<file path="config.mk">
export PLATFORM = sky130hd
export DESIGN_NAME = datapath_unit_flat
export DESIGN_NICKNAME = d
export VERILOG_FILES = /design/src/rtl/datapath_unit_if.sv /design/src/rtl/datapath_unit.sv /design/src/flat_wrapper.sv
export SDC_FILE = /design/constraint.sdc
export NUM_CORES = 2
export LEC_CHECK = 0
export BUFFER_PORTS_ARGS = -buffer_cell sky130_fd_sc_hd__buf_2
export CAP_MARGIN = 20
export CORE_ASPECT_RATIO = 1.4
export CORE_MARGIN = 8
export CORE_UTILIZATION = 30
export CTS_CLUSTER_DIAMETER = 150
export DETAILED_ROUTE_END_ITERATION = 8
export PLACE_DENSITY = 0.43
export SLEW_MARGIN = 20
export SYNTH_ARGS = -nofsm -noshare
export SYNTH_HDL_FRONTEND = slang
export SYNTH_SLANG_ARGS = --single-unit
export TNS_END_PERCENT = 10
</file>
<file path="constraint.sdc">
create_clock -name Clk -period 10 [get_ports Clk]
set_clock_uncertainty 0.2 [all_clocks]
set_input_delay 1 -clock Clk [delete_from_list [all_inputs] [get_ports Clk]]
set_output_delay 1 -clock Clk [all_outputs]
set_load 0.005 [all_outputs]
</file>
<file path="src/rtl/datapath_unit_if.sv">
// datapath_unit_if: control-word and result bundle between control unit and datapath.
// DATAPATH_FLAGS_EN adds the Z/N/C flag outputs.
interface datapath_unit_if #(
  parameter int DATA_W = 16,
  parameter int RF_AW  = 4,
  parameter int DM_AW  = 8
);
  logic [DM_AW-1:0]  D_addr;
  logic              D_wr;
  logic              RF_s;
  logic [RF_AW-1:0]  RF_W_addr;
  logic              RF_W_en;
  logic [RF_AW-1:0]  RF_Ra_addr;
  logic [RF_AW-1:0]  RF_Rb_addr;
  logic [2:0]        Alu_s0;
  logic [DATA_W-1:0] Ra_data;
  logic [DATA_W-1:0] Rb_data;
  logic [DATA_W-1:0] ALU_Q;
  logic [DATA_W-1:0] D_rdata;
  logic [DATA_W-1:0] W_data;
`ifdef DATAPATH_FLAGS_EN
  logic              Z_flag;
  logic              N_flag;
  logic              C_flag;
`endif

  modport master (
    output D_addr,
    output D_wr,
    output RF_s,
    output RF_W_addr,
    output RF_W_en,
    output RF_Ra_addr,
    output RF_Rb_addr,
    output Alu_s0,
    input  Ra_data,
    input  Rb_data,
    input  ALU_Q,
    input  D_rdata,
`ifdef DATAPATH_FLAGS_EN
    input  Z_flag,
    input  N_flag,
    input  C_flag,
`endif
    input  W_data
  );

  modport slave (
    input  D_addr,
    input  D_wr,
    input  RF_s,
    input  RF_W_addr,
    input  RF_W_en,
    input  RF_Ra_addr,
    input  RF_Rb_addr,
    input  Alu_s0,
    output Ra_data,
    output Rb_data,
    output ALU_Q,
    output D_rdata,
`ifdef DATAPATH_FLAGS_EN
    output Z_flag,
    output N_flag,
    output C_flag,
`endif
    output W_data
  );
endinterface

</file>
<file path="src/rtl/datapath_unit.sv">
// datapath_unit: 16x16 RF, 256x16 data memory, write-back mux, 16-bit ALU.
// Define DATAPATH_FLAGS_EN for registered Z/N/C flags.
module datapath_unit #(
  parameter int DATA_W = 16,
  parameter int RF_AW  = 4,
  parameter int DM_AW  = 8
) (
  input  logic           Clk,
  input  logic           Reset,
  datapath_unit_if.slave bus
);
  localparam int NREG  = 2**RF_AW;
  localparam int NWORD = 2**DM_AW;

  logic [DATA_W-1:0] r_rf   [NREG];
  logic [DATA_W-1:0] r_mem  [NWORD];
  logic [DATA_W-1:0] r_drdata;
  logic [DATA_W-1:0] w_ra;
  logic [DATA_W-1:0] w_rb;
  logic [DATA_W-1:0] w_alu;
  logic [DATA_W-1:0] w_wdata;
  logic              w_mem_we;

  assign w_ra = r_rf[bus.RF_Ra_addr];
  assign w_rb = r_rf[bus.RF_Rb_addr];

  always_comb begin
    w_alu = '0;
    unique case (bus.Alu_s0)
      3'b000: w_alu = '0;
      3'b001: w_alu = w_ra + w_rb;
      3'b010: w_alu = w_ra - w_rb;
      3'b011: w_alu = w_ra;
      3'b100: w_alu = w_ra ^ w_rb;
      3'b101: w_alu = w_ra | w_rb;
      3'b110: w_alu = w_ra & w_rb;
      3'b111: w_alu = w_ra + DATA_W'(1);
      default: w_alu = '0;
    endcase
  end

  assign w_wdata = bus.RF_s ? r_drdata : w_alu;

  always_ff @(posedge Clk or negedge Reset) begin
    if (!Reset) begin
      r_rf <= '{default: '0};
    end else if (bus.RF_W_en) begin
      r_rf[bus.RF_W_addr] <= w_wdata;
    end
  end

  // Memory keeps its contents through reset; a store held in reset is dropped.
  assign w_mem_we = bus.D_wr & Reset;

  always_ff @(posedge Clk) begin
    if (w_mem_we) begin
      r_mem[bus.D_addr] <= w_ra;
    end
  end

  always_ff @(posedge Clk or negedge Reset) begin
    if (!Reset) begin
      r_drdata <= '0;
    end else begin
      r_drdata <= r_mem[bus.D_addr];
    end
  end

`ifdef DATAPATH_FLAGS_EN
  logic [DATA_W:0] w_add;
  logic [DATA_W:0] w_inc;
  logic            w_c;
  logic            r_z;
  logic            r_n;
  logic            r_c;

  assign w_add = {1'b0, w_ra} + {1'b0, w_rb};
  assign w_inc = {1'b0, w_ra} + (DATA_W+1)'(1);

  always_comb begin
    w_c = 1'b0;
    unique case (bus.Alu_s0)
      3'b001:  w_c = w_add[DATA_W];
      3'b010:  w_c = (w_ra < w_rb);
      3'b111:  w_c = w_inc[DATA_W];
      default: w_c = 1'b0;
    endcase
  end

  always_ff @(posedge Clk or negedge Reset) begin
    if (!Reset) begin
      r_z <= 1'b0;
      r_n <= 1'b0;
      r_c <= 1'b0;
    end else if (bus.RF_W_en && !bus.RF_s) begin
      r_z <= (w_alu == '0);
      r_n <= w_alu[DATA_W-1];
      r_c <= w_c;
    end
  end

  assign bus.Z_flag = r_z;
  assign bus.N_flag = r_n;
  assign bus.C_flag = r_c;
`endif

  assign bus.Ra_data = w_ra;
  assign bus.Rb_data = w_rb;
  assign bus.ALU_Q   = w_alu;
  assign bus.D_rdata = r_drdata;
  assign bus.W_data  = w_wdata;
endmodule
</file>
<file path="src/flat_wrapper.sv">
// flat-port wrapper written by rule: the top's interface ports become plain ports
module datapath_unit_flat 
#(
  parameter int DATA_W = 16,
  parameter int RF_AW  = 4,
  parameter int DM_AW  = 8
)
  (Clk, Reset, bus_D_addr, bus_D_wr, bus_RF_s, bus_RF_W_addr, bus_RF_W_en, bus_RF_Ra_addr, bus_RF_Rb_addr, bus_Alu_s0, bus_Ra_data, bus_Rb_data, bus_ALU_Q, bus_D_rdata, bus_W_data);
  datapath_unit_if #(.DATA_W(DATA_W), .RF_AW(RF_AW), .DM_AW(DM_AW)) bus_i ();
  input  logic Clk;
  input  logic Reset;
  input wire logic [$bits(bus_i.D_addr)-1:0] bus_D_addr;
  input wire logic [$bits(bus_i.D_wr)-1:0] bus_D_wr;
  input wire logic [$bits(bus_i.RF_s)-1:0] bus_RF_s;
  input wire logic [$bits(bus_i.RF_W_addr)-1:0] bus_RF_W_addr;
  input wire logic [$bits(bus_i.RF_W_en)-1:0] bus_RF_W_en;
  input wire logic [$bits(bus_i.RF_Ra_addr)-1:0] bus_RF_Ra_addr;
  input wire logic [$bits(bus_i.RF_Rb_addr)-1:0] bus_RF_Rb_addr;
  input wire logic [$bits(bus_i.Alu_s0)-1:0] bus_Alu_s0;
  output wire logic [$bits(bus_i.Ra_data)-1:0] bus_Ra_data;
  output wire logic [$bits(bus_i.Rb_data)-1:0] bus_Rb_data;
  output wire logic [$bits(bus_i.ALU_Q)-1:0] bus_ALU_Q;
  output wire logic [$bits(bus_i.D_rdata)-1:0] bus_D_rdata;
  output wire logic [$bits(bus_i.W_data)-1:0] bus_W_data;
  assign bus_i.D_addr = bus_D_addr;
  assign bus_i.D_wr = bus_D_wr;
  assign bus_i.RF_s = bus_RF_s;
  assign bus_i.RF_W_addr = bus_RF_W_addr;
  assign bus_i.RF_W_en = bus_RF_W_en;
  assign bus_i.RF_Ra_addr = bus_RF_Ra_addr;
  assign bus_i.RF_Rb_addr = bus_RF_Rb_addr;
  assign bus_i.Alu_s0 = bus_Alu_s0;
  assign bus_Ra_data = bus_i.Ra_data;
  assign bus_Rb_data = bus_i.Rb_data;
  assign bus_ALU_Q = bus_i.ALU_Q;
  assign bus_D_rdata = bus_i.D_rdata;
  assign bus_W_data = bus_i.W_data;
  datapath_unit #(.DATA_W(DATA_W), .RF_AW(RF_AW), .DM_AW(DM_AW)) u_core (.Clk(Clk), .Reset(Reset), .bus(bus_i));
endmodule
</file>
# --- Yosys cells after proc, flatten, opt, wreduce, memory -nomap -nowiden ---
# Memory sizes are Yosys's and may differ from the RTL's. A register that Yosys moved wholly into a read port is not among the register bits.
# Index checks and enable logic that the tools add are counted.
word_totals:
  output_inout_bits: 80
  inputBits: 28
  ram_bits: 4096
  ff_bits: 256
  mem_count: 1
  elab_cells: 54
memory_table:
  columns: ["memory", "words", "word_bits", "read_ports", "rd_ports_with_merged_regs", "wr", "line_no", "rtl"]
  rows:
  - ["u_core.r_mem", 256, 16, 1, 1, 1, "datapath_unit.sv:16", "logic [DATA_W-1:0] r_mem [NWORD];"]
classes:
  n_reduce_logical: 3
  n_addsub: 3
  n_eq_ne: 7
  n_mux: 13
  n_lt_le_gt_ge: 4
  bitwise: 7
op_table:
  columns: ["op", "count"]
  rows:
  - ["bitwise mux 256 bit", 1]
  - ["binary-select mux 16 bit (select 4 bit)", 2]
  - ["one-hot mux 16 bit (8 select lines)", 1]
  - ["2-to-1 mux 16 bit", 6]
  - ["demux 16 bit (select 4 bit)", 1]
  - ["adder 16 x 1 -> 16 bit, second input constant", 1]
  - ["adder 16 bit", 1]
  - ["AND 16 bit", 1]
  - ["bitwise OR 16 bit", 1]
  - ["subtractor 16 bit", 1]
  - ["bitwise XOR 16 bit", 1]
  - [">= comparator 5 bit, second input constant", 3]
  - ["NOT 4 -> 5 bit", 3]
  - ["== test 3 bit, second input constant", 4]
  - ["== test 3 x 2 -> 1 bit, second input constant", 2]
  - ["< comparator 5 x 1 -> 1 bit, second input constant", 1]
  - ["== test 3 x 1 -> 1 bit, second input constant", 1]
  - ["zero test 3 bit", 1]
  - ["2-to-1 mux 1 bit", 2]
  - ["AND 1 bit", 1]
  - ["logical AND 1 bit", 1]
  - ["zero test 1 bit", 1]

# --- Longest topological paths before layout ---
depth:
  ltp_word: 8
  depth_mapped: 22
  mapped_depth_nobuf: 18

# --- Worst setup path before layout ---
# No wires, ideal clock.
synth_path:
  path_type: "input port to output port"
  start: "input bus_RF_Ra_addr[0]"
  end: "output bus_W_data[14]"
  path_slack_ps: 1696
  cell_stages: 18
  required_time_ps: 8800
  n_path_buf: 4
  t_arrival_ps: 7104
  path_cell_list: "clkbuf_1 -> buf_2 -> buf_2 -> mux4_2 -> mux4_2 -> ha_1 -> inv_1 -> fa_1 -> nor2b_1 -> o21ai_0 -> a21boi_1 -> o211ai_1 -> nand3_1 -> a41oi_1 -> xnor2_1 -> a211oi_1 -> clkbuf_1 -> nor2_1"
synth_via:
  elab_chain_cells: 7
  elab_cells_between_ends: 12
  cone_classes: "3 x add/sub; 5 x mux; 4 x bitwise"
synth_rtl:
  columns: ["item", "line_no", "rtl"]
  rows:
  - ["start, declared", "flat_wrapper.sv:17", "input wire logic [$bits(bus_i.RF_Ra_addr)-1:0] bus_RF_Ra_addr;"]
  - ["NOT 4 -> 5 bit (not written as such) *", "datapath_unit.sv:24", "assign w_ra = r_rf[bus.RF_Ra_addr];"]
  - ["binary-select mux 16 bit (select 4 bit) *", "datapath_unit.sv:24", null]
  - ["2-to-1 mux 16 bit (not written as such) * (2 in a row)", "datapath_unit.sv:24", null]
  - ["named net bus_Ra_data[0]", "flat_wrapper.sv:20", "output wire logic [$bits(bus_i.Ra_data)-1:0] bus_Ra_data;"]
  - ["adder 16 x 1 -> 16 bit, or another cell as far along", "datapath_unit.sv:37", "3'b111: w_alu = w_ra + DATA_W'(1);"]
  - ["one-hot mux 16 bit (8 select lines) *", "datapath_unit.sv:29", "unique case (bus.Alu_s0)"]
  - ["2-to-1 mux 16 bit *", "datapath_unit.sv:42", "assign w_wdata = bus.RF_s ? r_drdata : w_alu;"]
  - ["end, declared", "flat_wrapper.sv:24", "output wire logic [$bits(bus_i.W_data)-1:0] bus_W_data;"]
# Mark *: on every way through the listed nets, which the timed path passes. The rest lies on a longest branch. The select of a mux whose other input is x is not followed.

# --- Worst setup path after layout ---
layout_path:
  start: "input bus_RF_Rb_addr[0]"
  end: "output bus_W_data[13]"
layout_via:
  elab_chain_cells: 7
  elab_cells_between_ends: 11
  cone_classes: "2 x add/sub; 5 x mux; 4 x bitwise"
layout_rtl:
  columns: ["item", "line_no", "rtl"]
  rows:
  - ["start, declared", "flat_wrapper.sv:18", "input wire logic [$bits(bus_i.RF_Rb_addr)-1:0] bus_RF_Rb_addr;"]
  - ["NOT 4 -> 5 bit (not written as such) *", "datapath_unit.sv:25", "assign w_rb = r_rf[bus.RF_Rb_addr];"]
  - ["binary-select mux 16 bit (select 4 bit) *", "datapath_unit.sv:25", null]
  - ["2-to-1 mux 16 bit (not written as such) * (2 in a row)", "datapath_unit.sv:25", null]
  - ["subtractor 16 bit, or another cell as far along", "datapath_unit.sv:32", "3'b010: w_alu = w_ra - w_rb;"]
  - ["one-hot mux 16 bit (8 select lines) *", "datapath_unit.sv:29", null]
  - ["2-to-1 mux 16 bit *", "datapath_unit.sv:42", null]
# Mark *: on every way between the ends. The rest lies on a longest branch, timed or not. The select of a mux whose other input is x is not followed.

==> run_summary.xml <==
<?xml version="1.0" encoding="UTF-8"?>
<metrics>
  <group name="outcome">
    <metric name="outcome" unit="">complete, no violations</metric>
  </group>
  <group name="timing">
    <metric name="timing_hold_violations_final" unit="">0</metric>
    <metric name="setup_total_negative_slack" unit="ps">0</metric>
    <metric name="final_min_period_over_clock_period" unit="">0.791</metric>
    <metric name="achievable-frequency" unit="MHz">126</metric>
    <metric name="grt_setup_unrepaired" unit="">false</metric>
    <metric name="slew_headroom" unit="">0.229</metric>
    <metric name="timing.final.crit_period" unit="ps">7910</metric>
    <metric name="worst_slew_pin_slew" unit="ps">1130</metric>
    <metric name="maxSlewViolCount" unit="">0</metric>
    <metric name="setup-violations-final" unit="">0</metric>
  </group>
  <group name="global_route">
    <metric name="grt_antenna_before_repair" unit="">23</metric>
    <metric name="grt_pass1_vias" unit="">88200</metric>
    <metric name="grt_remaining_overflow" unit="">0</metric>
    <metric name="grt_start_max_net_pins" unit="">175</metric>
    <metric name="grt_use_total" unit="">0.179</metric>
    <metric name="grt_first_pass_wirelength" unit="mm">755</metric>
  </group>
  <group name="logic_synthesis">
    <metric name="synth-edff-count" unit="">4096</metric>
    <metric name="synth-async-reset-ratio" unit="">0.0623</metric>
    <metric name="avgSynthCellArea" unit="um^2">22.3</metric>
    <metric name="synthesis_stage_register_bit_count" unit="">4368</metric>
    <metric name="synthesis.nets" unit="">7816</metric>
    <metric name="yosysUniqueCellTypes" unit="">70</metric>
    <metric name="synthesis.instances" unit="">7738</metric>
    <metric name="syn-cell-area" unit="mm^2">0.173</metric>
    <metric name="yosys_most_used_dff" unit="">edfxtp_1</metric>
    <metric name="ys_seq_area_frac" unit="">0.751</metric>
    <metric name="synth_warn" unit="">0</metric>
  </group>
  <group name="setup_path">
    <metric name="cpLargestDelayFamily" unit="">compound AO/OA/AOI/OAI gates</metric>
    <metric name="crit_cells" unit="">18</metric>
    <metric name="worst_setup_path_start_kind" unit="">input port</metric>
    <metric name="critPathLaunch" unit="">bus_RF_Rb_addr[0]</metric>
    <metric name="worstPathRequired" unit="ps">8800</metric>
    <metric name="critPathCaptureType" unit="">output pin</metric>
    <metric name="setup.reg_to_reg.worst_slack" unit="ps">4400</metric>
    <metric name="max_stage_delay" unit="ps">650</metric>
    <metric name="critical-path-top-cell-by-count" unit="">a21oi_1</metric>
    <metric name="critical_path.n_buffers_inverters" unit="">3</metric>
    <metric name="crit_reg_reg_endpoint" unit="">u_core.r_rf[141]</metric>
    <metric name="worst_path_max_delay_cell" unit="">mux4_1</metric>
    <metric name="worstPathMaxFanout" unit="">39</metric>
    <metric name="worstPathCellList" unit="">buf_4, mux4_1, a22o_1, a221oi_4, inv_2, nor4_4, a41oi_1, a21oi_1, nand2_1, xnor2_1, nor2_1, ha_1, a21oi_1, o2111ai_1, and3_1, o311ai_1, mux2_2, buf_2</metric>
    <metric name="critPathArrivalTime" unit="ps">6710</metric>
    <metric name="criticalPathCategory" unit="">input port to output pin</metric>
    <metric name="crit_path_end" unit="">bus_W_data[13]</metric>
    <metric name="r2r_cells" unit="">17</metric>
    <metric name="regToRegStartpoint" unit="">u_core.r_rf[228]</metric>
  </group>
  <group name="power_and_ir_drop">
    <metric name="power-per-cell-area" unit="mW/mm^2">229</metric>
    <metric name="leakage_power_total" unit="nW">63.0</metric>
    <metric name="vdd_drop_max" unit="uV">180</metric>
    <metric name="finalPower" unit="mW">45.7</metric>
  </group>
  <group name="placed_design">
    <metric name="hpwl" unit="mm">333</metric>
    <metric name="gp_congestion" unit="">0.823</metric>
    <metric name="placed_cell_area" unit="mm^2">0.186</metric>
    <metric name="port-buffer-count" unit="">107</metric>
  </group>
  <group name="routing">
    <metric name="drt_iter0_markers" unit="">7950</metric>
    <metric name="routed_via_count" unit="">83400</metric>
    <metric name="routed_wire_length_per_instance" unit="um">33.9</metric>
    <metric name="drt_wl_total" unit="mm">550</metric>
    <metric name="routed_via_density" unit="">5.14</metric>
    <metric name="drt_first_pass_iters" unit="">6</metric>
    <metric name="drc" unit="">0</metric>
    <metric name="postRouteAntennaNets" unit="">0</metric>
  </group>
  <group name="final_layout">
    <metric name="layout.core_utilization" unit="">0.347</metric>
    <metric name="area_delta_synth_final" unit="%">15.4</metric>
    <metric name="fraction_of_final_layout_cells_sized_beyond_drive_strength_1" unit="">0.354</metric>
    <metric name="layout.cells.most_common" unit="">edfxtp_1</metric>
    <metric name="n_fill_cell" unit="">53500</metric>
    <metric name="post-route-cell-area" unit="mm^2">0.199</metric>
    <metric name="final_cell_mix" unit="">edfxtp_1, mux4_2, clkbuf_16</metric>
    <metric name="final_net_count" unit="">8289</metric>
  </group>
  <group name="floorplan">
    <metric name="die_height" unit="um">914</metric>
    <metric name="chipWidth" unit="um">658</metric>
    <metric name="ios" unit="">108</metric>
    <metric name="start_util" unit="">0.300</metric>
    <metric name="rows" unit="">330</metric>
    <metric name="die_area" unit="mm^2">0.601</metric>
    <metric name="core_footprint" unit="mm^2">0.576</metric>
  </group>
  <group name="min_path">
    <metric name="holdCritPathClass" unit="">input port to asynchronous set/reset pin</metric>
  </group>
  <group name="clocking">
    <metric name="root_buffer" unit="">clkbuf_16</metric>
    <metric name="cts_buffers" unit="">425</metric>
    <metric name="h_tree_depth_reported_by_cts" unit="">5</metric>
    <metric name="clk_transition_reported_paths" unit="ps">60</metric>
    <metric name="postCtsResizedCells" unit="">0</metric>
    <metric name="clock_path_buffers" unit="">4</metric>
    <metric name="tritoncts_clock_tree" unit="">done</metric>
    <metric name="post_cts_buffers" unit="">0</metric>
    <metric name="cts_num_sinks" unit="">4368</metric>
    <metric name="clock_latency" unit="ps">1020</metric>
  </group>
  <group name="job">
    <metric name="timing.max_cap.violations" unit="">0</metric>
  </group>
</metrics>
## registers in the layout (all words and copies together) (netlist names)
signal / count
u_core.bus.D_rdata: 16
u_core.r_mem: 4096
u_core.r_rf: 256
## stage by stage
step	cells	hold WS (ps)	setup slack [ps]
2_1_floorplan	7738	255	1700
3_3_place_gp	15400	275	1750
3_5_place_dp	15400	283	2000
4_1_cts	16200	149	1990
5_1_grt	16200	234	1680
6_report	16200	252	2090
## what timing repair did
| item | in CTS | in global routing |
|---|---|---|
| hold endpoints to repair | 28 | 0 |
| setup endpoints to repair | 0 | 0 |
| hold buffers | 1 | 0 |
## per-layer routing
layer | GRT usage | up-vias | wire length, um
met5 | 0 | - | 47
met4 | 0.0516 | 6 | 18100
li1 | - | 33600 | -
met1 | 0.220 | 46800 | 215000
met2 | 0.328 | 2325 | 292000
met3 | 0.0226 | 628 | 24500
## cell families after synthesis
group | share of synthesized area
muxes | 0.200
adders and majority gates | 0.00366
xor gates and xnor gates | 0.00106
buffers and inverters | 0.0120
and+or+nand+nor | 0.0219
AOI/OAI and AO/OA | 0.0107
DFF | 0.751
## Yosys cell counts (all sizes together) (3+ instances only)
cell,instances,area [um^2]
nand4,19,134
a21o,6,45.0
a211o,3,26.3
and4,3,26.3
xnor2,19,166
or3,3,18.8
inv,49,184
and3,9,56.3
o211ai,6,45.0
and2,5,31.3
ha,49,613
a31oi,20,125
a21boi,3,22.5
dfrtp,272,6810
o2111ai,3,26.3
a211oi,3,22.5
a22o,7,61.3
mux2i,26,264
nor4,7,58.8
nand2b,9,56.3
buf,171,778
edfxtp,4096,123000
o31ai,34,255
clkinv,3,11.3
a221oi,13,150
nor2b,45,282
a22oi,33,248
o21ai,63,315
clkbuf,292,1100
nor2,325,1220
a41oi,5,43.8
a221o,6,60.1
nand3,61,305
nand2,378,1420
mux4,1442,32500
mux2,158,1780
a32oi,6,52.6
nor3,25,125
a21oi,41,243
## worst reg2reg max path, delay by kind of cell (launching register included)
family                   cells  cell delay (ps)
multiplexers                 3             1320
AO/OA/AOI/OAI                7             2070
XOR/XNOR                     1              150
AND/OR/NAND/NOR              4              890
flip-flops                   1              390
adder cells (fa/ha/maj)      1              360
buffers and inverters        1              150
## report_power, final
group	internal [mW]	switching (mW)	leakage (nW)
Clock	9.00	7.11	6.66
Combinational	1.77	4.78	15.5
Sequential	22.7	0.394	40.8
## area by class of cell
| cell class | instances | area, um^2 | area share |
|---|---|---|---|
| Sequential cell | 4368 | 130000 | 0.651 |
| Timing Repair Buffer | 509 | 3920 | 0.0197 |
| Multi-Input combinational cell | 2855 | 42300 | 0.212 |
| Inverter | 52 | 195 | 0.000979 |
| Antenna cell | 16 | 40.0 | 0.000201 |
| Clock buffer | 543 | 11400 | 0.0571 |
| Clock inverter | 240 | 2290 | 0.0115 |
| Tap cell | 7636 | 9550 | 0.0479 |
## worst min-delay path by stage
stage | cells after the start | slack [ps] | end | from
floorplan | 2 | 250 | u_core.r_rf[4] | u_core.r_rf[4]
global placement | 2 | 270 | u_core.r_rf[194] | u_core.r_rf[194]
detailed placement | 2 | 280 | u_core.r_rf[36] | u_core.r_rf[36]
CTS | 2 | 150 | u_core.r_rf[234] | Reset
global route | 2 | 230 | u_core.r_rf[234] | Reset
finish | 2 | 250 | u_core.r_rf[234] | Reset
Power figures use the tool's default switching activity.
